==> src/rtl/multi_priority_encoder.sv <==
// Sequential multi-index priority encoder: accepts a request vector and reports set bits
// highest first, one index per output beat. Define MPE_COUNT_EN to add the out_remaining output.
module multi_priority_encoder #(
  parameter int WIDTH   = 12,
  parameter int MAX_OUT = 2,
  parameter int IDXW    = $clog2(WIDTH + 1)
) (
  input  logic             clk,
  input  logic             rst,
  input  logic [WIDTH-1:0] in_vec,
  input  logic             in_valid,
  output logic             in_ready,
  output logic [IDXW-1:0]  out_idx,
  output logic             out_valid,
  input  logic             out_ready,
  output logic             out_last
`ifdef MPE_COUNT_EN
  ,
  output logic [IDXW-1:0]  out_remaining
`endif
);

  localparam int CW  = $clog2(WIDTH + 2);
  localparam int CAP = (MAX_OUT == 0 || MAX_OUT > WIDTH) ? WIDTH : MAX_OUT;

  typedef enum logic {IDLE, SCAN} state_t;

  state_t           state, state_nxt;
  logic [WIDTH-1:0] rem, rem_nxt;
  logic [CW-1:0]    count, count_nxt;
  logic [IDXW-1:0]  scan_idx;
  logic             last_raw;

  function automatic logic [IDXW-1:0] top_idx(input logic [WIDTH-1:0] v);
    top_idx = '0;
    for (int i = 0; i < WIDTH; i++) begin
      if (v[i]) top_idx = IDXW'(i + 1);
    end
  endfunction

  function automatic logic [WIDTH-1:0] clear_top(input logic [WIDTH-1:0] v);
    logic hit;
    hit       = 1'b0;
    clear_top = v;
    for (int i = WIDTH - 1; i >= 0; i--) begin
      if (v[i] && !hit) begin
        clear_top[i] = 1'b0;
        hit          = 1'b1;
      end
    end
  endfunction

  assign scan_idx = top_idx(rem);

`ifdef MPE_COUNT_EN
  int pop_cnt;
  int left_cnt;
  int rem_cnt;

  function automatic int popcount(input logic [WIDTH-1:0] v);
    popcount = 0;
    for (int i = 0; i < WIDTH; i++) begin
      if (v[i]) popcount = popcount + 1;
    end
  endfunction

  // Beats still owed: set bits left, capped by the per-vector beat budget.
  always_comb begin
    pop_cnt  = popcount(rem);
    left_cnt = (MAX_OUT == 0) ? WIDTH : (MAX_OUT - int'(count));
    rem_cnt  = (pop_cnt < left_cnt) ? pop_cnt : left_cnt;
  end

  assign last_raw      = (rem_cnt <= 1);
  assign out_remaining = (state == SCAN) ? IDXW'(rem_cnt) : '0;
`else
  assign last_raw = (rem == '0) || $onehot(rem) ||
                    ((MAX_OUT != 0) && (int'(count) == MAX_OUT - 1));
`endif

  always_comb begin
    state_nxt = state;
    rem_nxt   = rem;
    count_nxt = count;
    case (state)
      IDLE: begin
        if (in_valid) begin
          rem_nxt   = in_vec;
          count_nxt = '0;
          state_nxt = SCAN;
        end
      end
      SCAN: begin
        if (out_ready) begin
          rem_nxt = clear_top(rem);
          if (int'(count) < CAP) count_nxt = count + CW'(1);
          if (last_raw) state_nxt = IDLE;
        end
      end
      default: state_nxt = IDLE;
    endcase
  end

  always_ff @(posedge clk or posedge rst) begin
    if (rst) begin
      state <= IDLE;
      rem   <= '0;
      count <= '0;
    end else begin
      state <= state_nxt;
      rem   <= rem_nxt;
      count <= count_nxt;
    end
  end

  // Outputs depend only on registered state, so a stalled beat stays stable.
  assign in_ready  = (state == IDLE) && !rst;
  assign out_valid = (state == SCAN);
  assign out_idx   = (state == SCAN) ? scan_idx : '0;
  assign out_last  = (state == SCAN) && last_raw;

endmodule

==> config.mk <==
export PLATFORM = sky130hd
export DESIGN_NAME = multi_priority_encoder
export DESIGN_NICKNAME = d
export VERILOG_FILES = /design/src/rtl/multi_priority_encoder.sv
export SDC_FILE = /design/constraint.sdc
export NUM_CORES = 1
export LEC_CHECK = 0
export BUFFER_PORTS_ARGS = -buffer_cell sky130_fd_sc_hd__buf_2
export CAP_MARGIN = 25
export CORE_ASPECT_RATIO = 0.5
export CORE_MARGIN = 4
export CORE_UTILIZATION = 50
export DETAILED_ROUTE_END_ITERATION = 12
export PLACE_DENSITY = 0.75
export SYNTH_ARGS = -nofsm -noshare
export SYNTH_HDL_FRONTEND = slang
export SYNTH_SLANG_ARGS = --single-unit
==> constraint.sdc <==
create_clock -name clk -period 3.6 [get_ports clk]
set_clock_uncertainty 0.2 [all_clocks]
set_input_delay 0.18 -clock clk [delete_from_list [all_inputs] [get_ports clk]]
set_output_delay 0.18 -clock clk [all_outputs]
set_load 0.03 [all_outputs]
==> results.md <==
- Setup violations remaining at the end of the flow were counted as 2.
- The net count of the finished layout is 220.
- The count of buffers added on input and output ports is 22.
- The routed length per placed instance is 14.7 um.
- The top routing layer in use is met4.
- From bottom edge to top edge, the die measures 44.1 um.
- The headroom to the max-slew limit is 53.8%.
- Counting instances, the worst hold path has a depth of 3.
- The I/O pin count is 23.
- The reported max-cap violation count is 0.
- A synthesized cell averages 8.77 um^2.
- Setup repair after global routing could not meet its margin everywhere.
- The routed design could run at a clock period as short as 4.57 ns.
- The area of the mapped netlist is 0.00131 mm^2.
- Of all nets on the critical path, the largest fanout is 2.
- In the final layout, the share of cells above drive strength 1 is 25.5%.
- In this run, synthesis produced a sequential element count of 17.
- At the pin with the least slew margin, the transition time is 0.693 ns.
- In this run the worst hold path is classified as input port to register.
- For this configuration, the core starts out at a cell density of 55.8%.
- The number of antenna diodes is 0.
- The die area is 0.00354 mm^2.
- The standard-cell row count is 12.
- The initial antenna violation count is 0.
- The total setup buffers inserted after CTS is 0.
- For the worst setup path, the data arrival time is 4.19 ns.
- The clock tree from TritonCTS is done.
- The cell count after synthesis came out at 149.
- The worst-case register-to-register setup slack is -0.39 ns.
- The checks that failed: setup timing.
- The placed instance count is 210.
- The number of detailed-routing iterations run before antenna repair is 4.
- The total wire length is 3290 um.
- The total count of hold-check failures in the final report is 0.
- After detailed routing, the wire length on met1 is 1520 um.
- At the end of routability-driven placement, the weighted congestion stood at 0.851.
- The finished layout holds 223 standard cells, fillers aside.
- The number of vias in the routed layout is 1189.
- After detailed routing, the number of remaining DRC violations is 0.
- In this run, distinct cell masters in the synthesized netlist total 36.
- The biggest area contributor in the post-synthesis netlist is sky130_fd_sc_hd__dfrtp_1.
- The post-synthesis net count is 180.
- The routed design uses 1430 um of met2 wire.
- The sequential cell area fraction in the yosys report is 32.6%.
- After the first detailed-routing iteration, the DRC count stood at 185.
- Global routing finished with a remaining overflow of 0.
- The detail route stage leaves a number of antenna-violating nets equal to 0.
- The top cell type's share of synthesized area is 32.6%.
- The number of cells on the worst reg-to-reg path is 14.
- For the worst-skew pair, the clock arrives at the later sink with an insertion delay of 0.26 ns.
- Global routing consumed, over all layers together, 20.9% of the routing resources.
- Entering global routing, the biggest net connects 18 pins.
- The total number of yosys warnings is 0.
- The area added between synthesis and finish is 28.7%.
- The data required time at the worst endpoint is 3.22 ns.
- Dividing the detail-routed via count by the number of cells gives 5.33.
- The area of the core region is 0.00234 mm^2.
- The element type at the critical path end is an output port.
- The share of the clock period used by the worst path after layout is 127%.
- The run finished, with violations left.
- Once routing completed, OpenROAD measured the worst setup slack at -0.967 ns.
- The first global-routing pass estimated 5530 um of wire.
- The startpoint type of the worst setup path is a register.
- The number of buffers added by the clock tree synthesis step is 3.
- The routed design uses 303 um of met3 wire.
- The root buffer cell is sky130_fd_sc_hd__clkbuf_8.
- Once detailed placement completed, the half-perimeter wirelength came to 2380 um.
- The worst setup path is of the register to output port kind.
- The peak clock frequency supported by timing is 219 MHz.
- The clock passes through at most 2 buffers.
- The die width is 80.3 um.
- Ranked by total cell area, the synthesized netlist is headed by sky130_fd_sc_hd__dfrtp_1, sky130_fd_sc_hd__fa_1, sky130_fd_sc_hd__ha_1, sky130_fd_sc_hd__inv_1, sky130_fd_sc_hd__a21oi_1.
- The via count of the first global-routing pass came to 1164.
- The maximum level of the CTS H-tree is 1.
- The clock transition at the register clock pins on the worst setup and hold paths after CTS is 0.07 ns.
- The number of max-slew violations in the final report is 0.
- The filler cells instantiated in the layout total 179.
- The number of clock sinks is 17.
-- sequential cells by signal, indices dropped and copies added, names as in the netlist --
signal	count
count	4
out_valid	1
rem	12
-- metal layers --
layer | track usage, % | vias up
met1 | 29.5 | 555
li1 | - | 591
met3 | 6.30 | 6
met2 | 31.6 | 37
met5 | 0 | -
met4 | 5.05 | 0
-- per-stage QoR --
stage / setup WS, ns / cell area (um^2) / TNS (ns) / utilization (%) / hold slack [ns]
floorplan: -0.529 / 1330 / -0.649 / - / -0.0940
global placement: -0.670 / 1520 / -1.01 / 64.9 / 0.124
detailed placement: -0.717 / 1520 / -1.10 / 64.9 / 0.132
CTS: -0.965 / 1670 / -1.34 / 71.4 / 0.00896
global route: -1.10 / 1680 / -1.64 / 71.8 / 0.0314
finish: -0.967 / 1680 / -1.35 / 71.8 / 0.0228
-- path summary, 6_finish.rpt --
check,startpoint,end
setup / recovery,rem[3]$_DFFE_PP0P_,out_last
hold / removal,in_vec[5],rem[5]$_DFFE_PP0P_
setup reg to reg,rem[3]$_DFFE_PP0P_,out_valid$_DFF_PP0_
hold reg to reg,count[0]$_DFFE_PP0P_,count[0]$_DFFE_PP0P_
max in group asynchronous,rst,rem[5]$_DFFE_PP0P_
min in group asynchronous,rst,rem[6]$_DFFE_PP0P_
-- final cells by class --
| cell class | count | area, um^2 | area share, % |
|---|---|---|---|
| inverter | 21 | 78.8 | 4.69 |
| sequential | 17 | 427 | 25.4 |
| clock inverter | 1 | 5.00 | 0.298 |
| clock buffer | 3 | 41.3 | 2.46 |
| tap | 35 | 43.8 | 2.60 |
| multi-input combinational | 105 | 805 | 47.8 |
| timing repair buffer | 41 | 282 | 16.7 |
-- Yosys cell counts, drive strengths merged --
cell / count
nor2: 18
nand3: 6
inv: 21
clkbuf: 1
nor4: 2
a21oi: 13
o311ai: 2
o41ai: 1
or4b: 1
nand2b: 1
or4: 1
o32ai: 2
o21ai: 5
o211ai: 3
ha: 8
fa: 7
dfrtp: 17
nor3: 6
and2b: 1
nor2b: 4
nand4: 2
o21bai: 1
or3: 2
mux2i: 1
a31oi: 2
nand2: 10
nor3b: 1
or2: 1
a211oi: 4
buf: 5
-- repair_timing --
item / in CTS / in global routing
hold buffers: 9 / 0
endpoints found under the hold margin: 24 / 0
pin swaps: 0 / 1
gates resized for setup: 5 / 2
setup endpoints to repair: 2 / 2
-- layout by cell type, fill, tap and decap left out, types with 3 or more instances in the layout --
cell type,instances
sky130_fd_sc_hd__o211ai_1,3
sky130_fd_sc_hd__a21oi_1,13
sky130_fd_sc_hd__a211oi_1,4
sky130_fd_sc_hd__buf_4,10
sky130_fd_sc_hd__inv_1,19
sky130_fd_sc_hd__dfrtp_1,16
sky130_fd_sc_hd__nor2b_1,4
sky130_fd_sc_hd__nand2_1,10
sky130_fd_sc_hd__nor2_1,17
sky130_fd_sc_hd__o21ai_0,4
sky130_fd_sc_hd__nand3_1,6
sky130_fd_sc_hd__ha_1,7
sky130_fd_sc_hd__fa_1,7
sky130_fd_sc_hd__clkbuf_8,3
sky130_fd_sc_hd__dlygate4sd3_1,9
sky130_fd_sc_hd__nor3_1,5
sky130_fd_sc_hd__buf_2,21
-- critical path, stage by stage, from the launching register on --
cell and delay, ns:
sky130_fd_sc_hd__dfrtp_1 0.42, sky130_fd_sc_hd__fa_1 0.51, sky130_fd_sc_hd__fa_1 0.52, sky130_fd_sc_hd__inv_1 0.05, sky130_fd_sc_hd__fa_1 0.50, sky130_fd_sc_hd__fa_1 0.44
sky130_fd_sc_hd__inv_2 0.09, sky130_fd_sc_hd__ha_4 0.13, sky130_fd_sc_hd__inv_2 0.04, sky130_fd_sc_hd__fa_1 0.48, sky130_fd_sc_hd__nand2_1 0.06, sky130_fd_sc_hd__or3_4 0.37
sky130_fd_sc_hd__a31oi_4 0.16, sky130_fd_sc_hd__buf_6 0.15
-- logic make-up after synthesis --
family / Yosys count / synth area share [%]
AOI/OAI and AO/OA: 33 / 16.4
and+or+nand+nor: 56 / 23.1
adders and majority gates: 15 / 18.4
buffers and inverters: 27 / 8.81
DFF: 17 / 32.6
muxes: 1 / 0.766
Power is left out: the tool's default activity adds up to more than one toggle a clock period on the data nets, which glitch-free logic cannot reach.
